**src/rtl/eq_frame_arbiter.sv**
```systemverilog
`default_nettype none
// ============================================================================
// Module      : eq_frame_arbiter
// Description : Two-requester AXI-Stream frame arbiter feeding an equalizer.
//               Grants whole frames round-robin through one output register.
// Revision    : 1.0 - initial release
// ============================================================================
module eq_frame_arbiter #(
    parameter int DATA_WIDTH = 32,
    parameter int MAX_FRAME  = 256
) (
    input  logic                      axis_aclk,
    input  logic                      axis_aresetn,

    input  logic                      s00_axis_tvalid,
    output logic                      s00_axis_tready,
    input  logic                      s00_axis_tlast,
    input  logic [DATA_WIDTH-1:0]     s00_axis_tdata,
    input  logic [DATA_WIDTH/8-1:0]   s00_axis_tstrb,

    input  logic                      s01_axis_tvalid,
    output logic                      s01_axis_tready,
    input  logic                      s01_axis_tlast,
    input  logic [DATA_WIDTH-1:0]     s01_axis_tdata,
    input  logic [DATA_WIDTH/8-1:0]   s01_axis_tstrb,

    output logic                      m00_axis_tvalid,
    input  logic                      m00_axis_tready,
    output logic                      m00_axis_tlast,
    output logic [DATA_WIDTH-1:0]     m00_axis_tdata,
    output logic [DATA_WIDTH/8-1:0]   m00_axis_tstrb,
    output logic                      m00_axis_tuser,

    output logic [15:0]               frame_cnt0,
    output logic [15:0]               frame_cnt1,
    output logic                      trunc_err
);

    localparam logic [1:0]  c_st_idle   = 2'd0;
    localparam logic [1:0]  c_st_grant0 = 2'd1;
    localparam logic [1:0]  c_st_grant1 = 2'd2;
    localparam logic [15:0] c_last_beat = 16'(MAX_FRAME - 1);

    logic [1:0]              r_state;
    logic                    r_rr;
    logic [15:0]             r_beat_cnt;
    logic [15:0]             r_frame_cnt0;
    logic [15:0]             r_frame_cnt1;
    logic                    r_trunc_err;

    logic                    r_m_valid;
    logic                    r_m_last;
    logic                    r_m_user;
    logic [DATA_WIDTH-1:0]   r_m_data;
    logic [DATA_WIDTH/8-1:0] r_m_strb;

    logic                    w_gnt0;
    logic                    w_gnt1;
    logic                    w_out_ready;
    logic                    w_acc;
    logic                    w_src_last;
    logic [DATA_WIDTH-1:0]   w_src_data;
    logic [DATA_WIDTH/8-1:0] w_src_strb;
    logic                    w_force;
    logic                    w_frame_end;

    assign w_gnt0      = (r_state == c_st_grant0);
    assign w_gnt1      = (r_state == c_st_grant1);
    // Output register can take a beat when empty or draining this cycle.
    assign w_out_ready = ~r_m_valid | m00_axis_tready;

    assign s00_axis_tready = w_gnt0 & w_out_ready;
    assign s01_axis_tready = w_gnt1 & w_out_ready;

    assign w_acc = (s00_axis_tvalid & s00_axis_tready) |
                   (s01_axis_tvalid & s01_axis_tready);

    always_comb begin
        w_src_last = s00_axis_tlast;
        w_src_data = s00_axis_tdata;
        w_src_strb = s00_axis_tstrb;
        if (w_gnt1) begin
            w_src_last = s01_axis_tlast;
            w_src_data = s01_axis_tdata;
            w_src_strb = s01_axis_tstrb;
        end
    end

    assign w_force     = (r_beat_cnt == c_last_beat);
    assign w_frame_end = w_acc & (w_src_last | w_force);

    always_ff @(posedge axis_aclk or negedge axis_aresetn) begin
        if (!axis_aresetn) begin
            r_state <= c_st_idle;
            r_rr    <= 1'b0;
        end else begin
            case (r_state)
                c_st_idle: begin
                    if (s00_axis_tvalid && s01_axis_tvalid)
                        r_state <= r_rr ? c_st_grant1 : c_st_grant0;
                    else if (s00_axis_tvalid)
                        r_state <= c_st_grant0;
                    else if (s01_axis_tvalid)
                        r_state <= c_st_grant1;
                end
                c_st_grant0: begin
                    if (w_frame_end) begin
                        r_state <= c_st_idle;
                        r_rr    <= 1'b1;
                    end
                end
                c_st_grant1: begin
                    if (w_frame_end) begin
                        r_state <= c_st_idle;
                        r_rr    <= 1'b0;
                    end
                end
                default: r_state <= c_st_idle;
            endcase
        end
    end

    always_ff @(posedge axis_aclk or negedge axis_aresetn) begin
        if (!axis_aresetn) begin
            r_beat_cnt   <= 16'd0;
            r_frame_cnt0 <= 16'd0;
            r_frame_cnt1 <= 16'd0;
            r_trunc_err  <= 1'b0;
        end else begin
            if (w_frame_end)
                r_beat_cnt <= 16'd0;
            else if (w_acc)
                r_beat_cnt <= r_beat_cnt + 16'd1;

            if (w_frame_end && w_gnt0)
                r_frame_cnt0 <= r_frame_cnt0 + 16'd1;
            if (w_frame_end && w_gnt1)
                r_frame_cnt1 <= r_frame_cnt1 + 16'd1;

            // A real tlast on the limit beat is a normal end, not a truncation.
            if (w_frame_end && w_force && !w_src_last)
                r_trunc_err <= 1'b1;
        end
    end

    always_ff @(posedge axis_aclk or negedge axis_aresetn) begin
        if (!axis_aresetn) begin
            r_m_valid <= 1'b0;
            r_m_last  <= 1'b0;
            r_m_user  <= 1'b0;
            r_m_data  <= '0;
            r_m_strb  <= '0;
        end else if (w_acc) begin
            r_m_valid <= 1'b1;
            r_m_last  <= w_src_last | w_force;
            r_m_user  <= w_gnt1;
            r_m_data  <= w_src_data;
            r_m_strb  <= w_src_strb;
        end else if (m00_axis_tready) begin
            r_m_valid <= 1'b0;
        end
    end

    assign m00_axis_tvalid = r_m_valid;
    assign m00_axis_tlast  = r_m_last;
    assign m00_axis_tuser  = r_m_user;
    assign m00_axis_tdata  = r_m_data;
    assign m00_axis_tstrb  = r_m_strb;
    assign frame_cnt0      = r_frame_cnt0;
    assign frame_cnt1      = r_frame_cnt1;
    assign trunc_err       = r_trunc_err;

endmodule
`default_nettype wire

```
**config.mk**
```make
export PLATFORM = sky130hd
export DESIGN_NAME = eq_frame_arbiter
export DESIGN_NICKNAME = d
export VERILOG_FILES = /design/src/rtl/eq_frame_arbiter.sv
export SDC_FILE = /design/constraint.sdc
export NUM_CORES = 1
export LEC_CHECK = 0
export BUFFER_PORTS_ARGS = -buffer_cell sky130_fd_sc_hd__buf_2
export CAP_MARGIN = 20
export CORE_MARGIN = 2
export CORE_UTILIZATION = 40
export DETAILED_ROUTE_END_ITERATION = 8
export MAX_ROUTING_LAYER = met4
export PLACE_DENSITY = 0.66
export SYNTH_ARGS = -nofsm -noshare
export SYNTH_HDL_FRONTEND = slang
export SYNTH_SLANG_ARGS = --single-unit
```
**constraint.sdc**
```tcl
create_clock -name axis_aclk -period 3.04 [get_ports axis_aclk]
set_input_delay 0.152 -clock axis_aclk [delete_from_list [all_inputs] [get_ports axis_aclk]]
set_output_delay 0.152 -clock axis_aclk [all_outputs]
set_load 0.02 [all_outputs]
```
* Word-level counts from Yosys, hierarchy flattened
Index checks and enable logic that the tools add are counted.
** Word-level totals
- Register bits :: 91
- Input port bits :: 79
- Word-level logic and storage cells :: 59
- Output and inout bits :: 74
** Cells by class
- Muxes and demuxes :: 16
- Reduce and logical (&&, ||, !) cells :: 13
- Equality and inequality tests :: 7
- Bitwise operators :: 9
- $add $sub $neg :: 3
** Operators by type and width (count)
- 16-bit by 1-bit adder with 16-bit output, second input constant :: 3
- 16-bit 2-to-1 mux :: 2
- 32-bit 2-to-1 mux :: 1
- 16-bit by 8-bit == test with 1-bit output, second input constant :: 1
- 2-bit 2-to-1 mux :: 5
- 2-bit by 1-bit inequality test with 1-bit output, second input constant :: 3
- 2-bit nonzero test :: 3
- 1-bit bitwise AND :: 5
- 1-bit logical AND :: 5
- 1-bit 2-to-1 mux :: 5
- 4-bit 2-to-1 mux :: 1
- 4-bit inequality test, second input constant :: 1
- 2-bit one-hot mux with 2 select lines :: 1
- 1-bit OR :: 3
- 3-bit AND reduction :: 1
- 2-bit by 1-bit == test with 1-bit output, second input constant :: 1
- 2-bit == test, second input constant :: 1
- 2-bit zero test :: 1
- 1-bit one-hot mux with 2 select lines :: 1
- 2-bit AND reduction :: 1
- 2-bit OR reduction :: 1
- 1-bit zero test :: 1
- 1-bit inverter :: 1

* Longest topological paths before layout
Gate-level depths: netlist of run 1.
- Word-level depth :: 8
- Depth in mapped cells :: 9
- Gate-level depth less buffers :: 7

* Worst setup path after synthesis of run 1
No wires, ideal clock.
- Path kind :: register -> register
- Start point :: register r_beat_cnt[12]
- End point :: register r_frame_cnt0[1] (netlist: frame_cnt0[1])
- Data required time :: 2.912 ns
- Setup time :: 0.128 ns
- Stages on the path, launching flop included :: 6
- Data arrival time :: 2.025 ns
- Buffers on the path :: 0
- Setup slack :: 0.887 ns
- Clock period less this slack :: 2.153 ns
- Path through :: dfrtp_1 or4_1 nor4_4 nand2b_1 and3_1 mux2_1
** Between the ends
- Longest elaborated chain between the ends :: 4
** RTL lines
- start, declared :: line 46 : logic [15:0] r_beat_cnt;
- start signal, assigned :: line 133 : r_beat_cnt <= r_beat_cnt + 16'd1;
- 16-bit by 8-bit == test with 1-bit output :: line 89 : assign w_force = (r_beat_cnt == c_last_beat);
- 1-bit OR :: line 90 : assign w_frame_end = w_acc & (w_src_last | w_force);
- 1-bit bitwise AND :: line 90
- 1-bit logical AND :: line 135 : if (w_frame_end && w_gnt0)
- end signal, assigned :: line 136 : r_frame_cnt0 <= r_frame_cnt0 + 16'd1;
- end, declared :: line 47 : logic [15:0] r_frame_cnt0;
Every way passes these cells.
A chain may end at the register's enable or synchronous reset.

* Final worst setup path of run 1
- Start point :: register r_state[0]
- End point :: register r_beat_cnt[8]
** Between the ends
- Longest elaborated chain between the ends :: 6
- Elaborated cells on any way between the ends :: 12
- Those cells by class :: eq/ne: 2; mux: 2; bitwise: 7; reduce/logical: 1
** RTL lines
- start, declared :: line 44 : logic [1:0] r_state;
- start signal, assigned :: line 94 : r_state <= c_st_idle;
- start signal, assigned :: line 100 : r_state <= r_rr ? c_st_grant1 : c_st_grant0;
- start signal, assigned :: line 102 : r_state <= c_st_grant0;
- 2-bit == test * :: line 68 : assign w_gnt1 = (r_state == c_st_grant1);
- named net w_gnt1 :: line 58 : logic w_gnt1;
- 1-bit bitwise AND :: line 73 : assign s01_axis_tready = w_gnt1 & w_out_ready;
- 1-bit bitwise AND :: line 76 : (s01_axis_tvalid & s01_axis_tready);
- 1-bit OR :: line 75 : assign w_acc = (s00_axis_tvalid & s00_axis_tready) |
- 1-bit bitwise AND :: line 90
- 16-bit 2-to-1 mux or 2-bit nonzero test (tied branches)
Mark *: on every way through the listed nets, which the timed path passes. The rest lies on a longest branch.

==> flow_summary_export.csv, run 1 <==
group,metric,value,unit
setup_path,critical_path_required,3290,ps
setup_path,path_max_fanout,14,
power,leakagePower,2.825,nW
layout,final_core_util,51.41,%
setup_path,start_kind,"flop",
setup_path,reg2reg_depth,6,
placement,portBuffers,152,
setup_path,crit_chain,"inv_1 > ha_2 > mux2_2 > nor2_2 > nand2_1 > o41ai_1",
setup_path,critPathTopFamily,"simple AND/OR/NAND/NOR gates",
floorplan,dieArea,11800,sq um
floorplan,die_h,108.6,um
clock_network,post-cts-setup-buffers,0,
floorplan,start_util,40.77,%
routing,drt_pre_antenna_iters,4,
synth,ys_warn_count,0,
clock_network,cts_root_buffer,"clkbuf_8",
power,vdd.ir_drop.worst,0.4127,mV
setup_path,regToRegEndpoint,"r_beat_cnt[8]$_DFFE_PN0P_",
grt,grt_max_degree,45,
grt,antenna_found_initial,0,
routing,wl,10620,um
setup_path,cp_slowest_cell,"nor2_2",
synth,mappedNetlistNets,516,
setup_path,cpPeakStageDelay,560,ps
synth,syn_inst,431,
timing,max_clock_freq,0.3749,GHz
floorplan,die_w,108.6,um
routing,drc,0,
synth,synth.avg_cell_area,10.16,sq um
timing,fin_crit_sh,87.74,%
routing,drt_iter0_drc,224,
clock_network,cts_htree_levels,3,
synth,syn_area,4380,sq um
setup_path,crit_type,"flop to flop",
routing,ant_nets,0,
flow_run,drv_cap,0,
clock_network,clockBufferDepth,2,
setup_path,critPathBufInv,1,
timing,rsz0062_at_grt,"no",
clock_network,numCtsBuffers,9,
worst_hold_path,hp-start,"s00_axis_tdata[16]",
layout,fillerInstances,1028,
synth,synth_edf_count,0,
outcome,outcome,"completed",
synth,ys_types,44,
setup_path,reg2reg_slack,370,ps
power,power_density,804.0,nW/um^2
floorplan,ios,153,
worst_hold_path,hold_depth,3,
synth,synth-main-ff-cell,"dfrtp_1",
grt,grt_overflow,0,
clock_network,numClockSinks,91,
layout,syn2layout_area_growth,26.11,%
setup_path,r2r-start,"r_state[0]$_DFFE_PN0P_",
placement,gp_congestion,0.8579,
clock_network,cts_tree,"yes",
setup_path,crit_path_end_kind,"flop",
worst_hold_path,min_to,"m00_axis_tdata[16]$_DFFE_PN0P_",
routing,vias,3727,
worst_hold_path,hold_class,"primary input to flop",
grt,grt_pass1_vias,3662,
synth,async_reset_ff_share,100.0,%
timing,skew,8.872,ps
routing,wl_per_cell,14.59,um
timing,min_period,2667,ps
clock_network,ctsResizeCount,0,
grt,grt.total_usage,19.16,%
floorplan,core_region_area,10750,sq um
layout,drive_gt1_share,31.97,%
timing,final_hold_viol_count,0,
synth,synth_seq_cells,91,
timing,maxSlewHeadroom,55.50,%
timing,worst_slew_pin_slew,666.8,ps
timing,finalSetupViolCount,0,
timing,finalSetupTns,0,ps
routing,viasPerCell,5.120,
floorplan,row_count,38,
clock_network,worstSkewPairLatency,360,ps
setup_path,arrival,2920,ps
placement,place_hpwl,7857,um
timing,slew_violations,0,
grt,grt_pass1_wl,17370,um
layout,nets,668,
layout,diodes,0,
synth,yosysSeqAreaShare,51.99,%
clock_network,path_clk_slew,90,ps
[registers in the layout, summed over array words and instances (netlist names)]
signal           count
m00_axis_tdata      32
frame_cnt0          16
frame_cnt1          16
r_beat_cnt          16
m00_axis_tstrb       4
r_state              2
m00_axis_tlast       1
m00_axis_tuser       1
m00_axis_tvalid      1
r_rr                 1
trunc_err            1
[per-layer routing]
layer / global-route usage (%) / wire (um) / vias up
met5: - / 0 / -
met4: 6.044 / 121 / 0
met3: 4.184 / 713 / 9
met2: 30.00 / 4908 / 152
met1: 24.93 / 4877 / 1733
li1: - / - / 1833
[placed cells by master (no fill, tap or decap), types with 2 or more instances in the layout]
cell type    n
nand2_1     60
nand3_1     28
clkinv_2     2
or4_1        4
xnor2_1     12
o22ai_1      3
mux2_2       2
o31ai_1      5
and2_1       5
nor2_1      11
nand2b_1     3
a311oi_1     3
nor3_1      13
a21oi_1      6
inv_1       10
ha_1         5
mux2i_1     39
nor4_1       4
buf_4       10
o21ai_0     52
xor2_1      18
dfrtp_1     91
and3_1       5
buf_2      151
nand4_1     10
clkbuf_8    11
[worst max-delay path by stage]
stage / startpoint / end / slack, ps / cells after the start
6_report: r_state[0]$_DFFE_PN0P_ / r_beat_cnt[8]$_DFFE_PN0P_ / 370 / 6
5_1_grt: r_state[0]$_DFFE_PN0P_ / r_beat_cnt[8]$_DFFE_PN0P_ / 200 / 6
4_1_cts: r_state[0]$_DFFE_PN0P_ / r_beat_cnt[8]$_DFFE_PN0P_ / 390 / 6
3_5_place_dp: r_state[0]$_DFFE_PN0P_ / r_beat_cnt[8]$_DFFE_PN0P_ / 410 / 6
3_3_place_gp: r_state[0]$_DFFE_PN0P_ / r_beat_cnt[8]$_DFFE_PN0P_ / 510 / 6
2_1_floorplan: r_beat_cnt[12]$_DFFE_PN0P_ / frame_cnt0[1]$_DFFE_PN0P_ / 890 / 5
[cell usage after synthesis (10+ instances only)]
cell type | number | share of area [%]
nand3_1 | 28 | 3.2
nor3_1 | 13 | 1.5
o21ai_0 | 52 | 5.9
inv_1 | 10 | 0.86
nand2_1 | 61 | 5.2
nand4_1 | 10 | 1.4
xor2_1 | 18 | 3.6
xnor2_1 | 12 | 2.4
mux2i_1 | 39 | 8.9
nor2_1 | 11 | 0.94
dfrtp_1 | 91 | 52
clkbuf_1 | 17 | 1.5
[kinds of logic after synthesis]
kind of cell / Yosys count / synth area share (%)
and+or+nand+nor: 150 / 17.00
muxes: 42 / 9.683
adders and majority gates: 6 / 1.714
DFF: 91 / 51.99
AOI/OAI and AO/OA: 81 / 10.91
xor gates and xnor gates: 30 / 5.998
buffers and inverters: 31 / 2.714
[repair_timing]
item                                    4_1_cts  5_1_grt
hold endpoints to repair                     34        0
hold buffers                                  1        0
endpoints found under the setup margin        0        0
[tightest hold or removal path, cell delays in order]
cell	delay [ps]
buf_2	80
mux2i_1	50
o21ai_0	120
[stage by stage]
step	cells	cell area (sq um)	setup WS, ps	power, mW	hold slack (ps)
after CTS	728	5524	389.7	4.489	58.14
after floorplan	431	4380	887.1	3.003	-143.6
after global placement	711	5310	505.3	3.568	145.5
final	728	5524	372.8	4.441	70.63
after global routing	728	5524	202.9	4.762	65.40
after detailed placement	711	5310	414.9	3.632	157.4
[report_power, final]
part           internal (mW)  leakage [nW]  switching, mW
clock network          0.425         0.106          0.427
logic                  0.677          1.53           1.17
registers               1.53          1.19          0.213
[layout make-up]
class / instances / area (sq um) / share of cell area (%)
timing repair buffer: 162 / 840.8 / 15.22
clock buffer: 12 / 155.1 / 2.809
sequential: 91 / 2277 / 41.22
clock inverter: 4 / 48.80 / 0.8834
tap: 140 / 175.2 / 3.171
multi-input combinational: 309 / 1989 / 36.01
inverter: 10 / 37.54 / 0.6795
Power figures use the tool's default switching activity.
==> run 2, diff against run 1 <==
clock period = 3 ns   (was 3.04 ns; I/O delays follow)
==> flow_summary_export.csv, run 2 (same netlist as run 1, synthesis figures left out) <==
group,metric,value,unit
clock_network,cts_htree_levels,3,
setup_path,cp-startpoint,"r_state[0]$_DFFE_PN0P_",
layout,diodes,0,
timing,max_clock_freq,0.3820,GHz
timing,min_period,2618,ps
timing,rsz0062_at_grt,"no",
power,vdd.ir_drop.worst,0.3993,mV
timing,worst_slew_pin_slew,656.6,ps
setup_path,path_max_fanout,14,
floorplan,dieArea,11800,sq um
clock_network,numClockSinks,91,
routing,drt_iter0_drc,313,
layout,seq_area,2277,sq um
layout,final_common_cell,"buf_2",
clock_network,cts_tree,"yes",
timing,maxSlewHeadroom,56.18,%
placement,dp_slack,416.1,ps
setup_path,r2r-start,"r_state[0]$_DFFE_PN0P_",
grt,grt_pass1_wl,16850,um
routing,viasPerCell,5.135,
setup_path,cpPeakStageDelay,530,ps
clock_network,ctsResizeCount,0,
setup_path,crit_chain,"inv_1 > ha_2 > mux2_2 > nor2_2 > nand2_1 > o31ai_1",
timing,setup_slack,382.2,ps
layout,syn2layout_area_growth,25.14,%
grt,grt.total_usage,18.87,%
routing,ant_nets,0,
setup_path,crit_type,"flop to flop",
timing,hold_slack,69.36,ps
routing,drc,0,
grt,grt_pass1_vias,3490,
timing,skew,10.59,ps
routing,wl,10600,um
clock_network,worstSkewPairLatency,360,ps
layout,largest_register_ffs,32,
placement,portBuffers,152,
clock_network,cts_root_buffer,"clkbuf_8",
timing,finalSetupViolCount,0,
setup_path,start_kind,"flop",
flow_run,drv_cap,0,
placement,gp_congestion,0.8594,
setup_path,arrival,2870,ps
grt,grt_overflow,0,
timing,finalSetupTns,0,ps
power,leakagePower,2.798,nW
outcome,outcome,"completed",
floorplan,ios,153,
grt,grt_max_degree,45,
routing,vias,3733,
clock_network,numCtsBuffers,9,
floorplan,die_w,108.6,um
setup_path,crit_path_end_kind,"flop",
routing,wl_per_cell,14.58,um
timing,slew_violations,0,
timing,final_hold_viol_count,0,
clock_network,path_clk_slew,90,ps
grt,antenna_found_initial,0,
floorplan,row_count,38,
layout,fillerInstances,1028,
power,p_total,4.374,mW
setup_path,critical_path_required,3260,ps
timing,fin_crit_sh,87.26,%
worst_hold_path,hold_class,"primary input to flop",
floorplan,die_h,108.6,um
layout,drive_gt1_share,31.52,%
power,power_density,798.0,nW/um^2
placement,place_hpwl,7826,um
floorplan,start_util,40.77,%
routing,drt_pre_antenna_iters,4,
worst_hold_path,hp-start,"s01_axis_tdata[21]",
layout,multi_input_area,1989,sq um
layout,final_cell_mix,"buf_2, dfrtp_1, nand2_1",
floorplan,core_region_area,10750,sq um
clock_network,clockBufferDepth,2,
layout,nets,668,
setup_path,cp_slowest_cell,"nor2_2",
==> run 2: what timing repair did <==
action | 4_1_cts | 5_1_grt
endpoints found under the hold margin | 40 | 0
hold buffers | 1 | 0
setup buffers | 0 | 0
endpoints found under the setup margin | 0 | 0
==> run 2: layer usage <==
| metal | part of all wire [%] | vias up | wire [um] | GRT usage [%] |
|---|---|---|---|---|
| met2 | 46 | 153 | 4835 | 28.35 |
| met3 | 6.8 | 7 | 716 | 3.945 |
| li1 | - | 1834 | - | - |
| met5 | 0 | - | 0 | - |
| met1 | 46 | 1739 | 4921 | 25.41 |
| met4 | 1.2 | 0 | 125 | 6.685 |
==> run 2: worst paths after layout <==
check / slack, ps / depth (start not counted) / end
worst min register to register: 470 / 1 / frame_cnt0[15]$_DFFE_PN0P_
worst min-delay path: 70 / 3 / m00_axis_tdata[21]$_DFFE_PN0P_
min in group asynchronous: 310 / 2 / frame_cnt1[5]$_DFFE_PN0P_
worst max-delay path: 380 / 6 / r_beat_cnt[9]$_DFFE_PN0P_
worst max register to register: 380 / 6 / r_beat_cnt[9]$_DFFE_PN0P_
max in group asynchronous: 1950 / 3 / m00_axis_tdata[14]$_DFFE_PN0P_
==> run 2: final cells by class <==
type                    count  area share [%]
well taps                 140           3.196
repair buffers            162           15.34
inverters                  10          0.6848
multi-input cells         309           36.29
flip-flops and latches     91           41.54
clock buffers              13           2.716
clock inverters             2          0.2283
==> run 2: critical path, delay by kind of cell, from the launching register on <==
kind                       cells  cell delay (ps)
and+or+nand+nor                2              940
muxes                          1              470
DFF                            1              390
AOI/OAI and AO/OA              1              340
adders and majority gates      1              250
buffers and inverters          1              110
==> run 2: stage by stage <==
stage / cell area (sq um) / util (%) / cells
after global placement: 5310 / 49.42 / 711
after floorplan: 4380 / - / 431
after detailed placement: 5310 / 49.42 / 711
after CTS: 5482 / 51.01 / 727
final: 5482 / 51.01 / 727
after global routing: 5482 / 51.01 / 727
==> run 2: power by group <==
group	internal (mW)	switching (mW)	total [mW]
clock	0.320	0.413	0.733
sequential	1.55	0.217	1.77
combinational	0.687	1.19	1.87
==> run 3, diff against run 2 <==
BUFFER_PORTS_ARGS = unset   (was -buffer_cell sky130_fd_sc_hd__buf_2)
DONT_BUFFER_PORTS = 1   (was unset)
GPL_TIMING_DRIVEN = 1   (was unset)
PLACE_DENSITY = unset   (was 0.66)
==> flow_summary_export.csv, run 3 (same netlist as run 1, synthesis figures left out) <==
group,metric,value,unit
outcome,outcome,"completed",
layout,drive_gt1_share,7.025,%
timing,maxSlewHeadroom,49.59,%
clock_network,worstSkewPairLatency,350,ps
placement,place_hpwl,6829,um
layout,final_cell_mix,"dfrtp_1, nand2_1, o21ai_0, dlygate4sd3_1, mux2i_1",
routing,drc,0,
timing,final_hold_viol_count,0,
floorplan,core_region_area,10750,sq um
layout,final_core_util,49.23,%
setup_path,regToRegEndpoint,"frame_cnt0[10]$_DFFE_PN0P_",
timing,slew_violations,0,
timing,fin_crit_sh,87.24,%
clock_network,clockBufferDepth,2,
routing,viasPerCell,5.439,
power,seqPwrFrac,49.7,%
setup_path,cp-startpoint,"r_beat_cnt[9]$_DFFE_PN0P_",
setup_path,path_max_fanout,10,
placement,gp_congestion,0.8196,
floorplan,die_h,108.6,um
setup_path,critPathTopFamily,"simple AND/OR/NAND/NOR gates",
layout,diodes,0,
clock_network,numCtsBuffers,9,
timing,skew,6.371,ps
routing,wl_per_cell,16.66,um
grt,grt.total_usage,18.83,%
setup_path,critPathBufInv,1,
timing,max_clock_freq,0.3821,GHz
setup_path,cp_slowest_cell,"or4_1",
power,leakagePower,2.362,nW
setup_path,crit_chain,"or4_1 > nor4_4 > buf_4 > o2111ai_1 > nor3_1 > xor2_1",
timing,finalSetupTns,0,ps
power,vdd.ir_drop.worst,0.4618,mV
setup_path,arrival,2900,ps
setup_path,crit_path_end_kind,"flop",
setup_path,cp_num_cells,6,
clock_network,cts_tree,"yes",
grt,grt_pass1_wl,17020,um
layout,finalInstanceArea,5290,sq um
clock_network,numClockSinks,91,
placement,portBuffers,0,
floorplan,dieArea,11800,sq um
routing,wl,10390,um
power,swShare,40.98,%
layout,largest_register_ffs,32,
setup_path,critical_path_required,3280,ps
layout,final_common_cell,"dfrtp_1",
floorplan,ios,153,
routing,ant_nets,0,
clock_network,cts_root_buffer,"clkbuf_8",
worst_hold_path,hold_class,"primary input to flop",
clock_network,path_clk_slew,90,ps
setup_path,reg2reg_depth,6,
power,clkPwrFrac,19.8,%
layout,syn2layout_area_growth,20.77,%
setup_path,endpoint,"frame_cnt0[10]$_DFFE_PN0P_",
power,internal_power,2.592,mW
clock_network,post-cts-setup-buffers,0,
timing,finalSetupViolCount,0,
routing,vias,3394,
grt,grt_pass1_vias,3514,
power,switching_power,1.800,mW
clock_network,ctsResizeCount,0,
grt,antenna_found_initial,0,
setup_path,start_kind,"flop",
timing,rsz0062_at_grt,"no",
floorplan,start_util,40.77,%
grt,grt_overflow,0,
flow_run,drv_cap,0,
setup_path,cpPeakStageDelay,570,ps
setup_path,r2r-start,"r_beat_cnt[9]$_DFFE_PN0P_",
setup_path,reg2reg_slack,380,ps
power,pwr-share-comb,30.5,%
placement,post_dp_cell_area,4529,sq um
layout,nets,564,
clock_network,cts_htree_levels,3,
timing,min_period,2617,ps
routing,drt_pre_antenna_iters,4,
routing,drt_iter0_drc,288,
grt,grt_max_degree,92,
floorplan,row_count,38,
floorplan,die_w,108.6,um
setup_path,crit_type,"flop to flop",
power,power_density,830.2,nW/um^2
timing,worst_slew_pin_slew,753.3,ps
run 3: cell count changes in the layout (fill, tap and decap cells not counted), moves of 2 or more:
| cell | delta |
|---|---|
| dlygate4sd3_1 | +51 |
| clkinvlp_4 | +2 |
| buf_2 | -151 |
| buf_4 | -6 |
| clkbuf_1 | -3 |
run 3: power by group through the flow:
stage | Clock (mW) | Combinational (mW) | Sequential [mW]
2_1_floorplan | 0 | 0.931 | 2.11
3_3_place_gp | 0 | 1.09 | 2.20
3_5_place_dp | 0 | 1.15 | 2.20
4_1_cts | 0.899 | 1.33 | 2.19
5_1_grt | 0.955 | 1.52 | 2.24
6_report | 0.868 | 1.34 | 2.18
run 3: how the worst min path moves through the flow:
stage / start / depth (start not counted) / end
floorplan: axis_aresetn / 0 / frame_cnt0[0]$_DFFE_PN0P_
global placement: axis_aresetn / 0 / frame_cnt1[7]$_DFFE_PN0P_
detailed placement: axis_aresetn / 0 / frame_cnt1[6]$_DFFE_PN0P_
CTS: s01_axis_tdata[30] / 2 / m00_axis_tdata[30]$_DFFE_PN0P_
global route: s00_axis_tdata[13] / 2 / m00_axis_tdata[13]$_DFFE_PN0P_
finish: s00_axis_tdata[9] / 2 / m00_axis_tdata[9]$_DFFE_PN0P_
run 3: routing by layer:
| layer | vias up | track usage, % | part of all wire [%] |
|---|---|---|---|
| met5 | - | - | 0 |
| met1 | 1630 | 22.21 | 41 |
| met2 | 138 | 30.54 | 49 |
| li1 | 1615 | - | - |
| met3 | 11 | 5.320 | 8.9 |
| met4 | 0 | 7.418 | 1.3 |
run 3: repair_timing:
action / 4_1_cts / 5_1_grt
hold endpoints to repair: 119 / 0
endpoints found under the setup margin: 0 / 0
hold buffers: 53 / 0
run 3: area by class of cell:
cell class / count / area [sq um]
Fill cell: 971 / 5455
Sequential cell: 91 / 2277
Multi-Input combinational cell: 309 / 1989
Timing Repair Buffer: 58 / 598.1
Tap cell: 140 / 175.2
Clock buffer: 11 / 151.4
Clock inverter: 5 / 61.31
Inverter: 10 / 37.54
run 3: through the flow:
stage	setup WS (ps)	std cells	total power, mW	hold WS, ps
floorplan	847.1	431	3.043	-145.6
global placement	438.1	555	3.296	-143.7
detailed placement	415.4	555	3.346	-143.8
CTS	382.6	624	4.417	0.2205
global route	218.9	624	4.706	16.31
finish	382.8	624	4.392	11.98
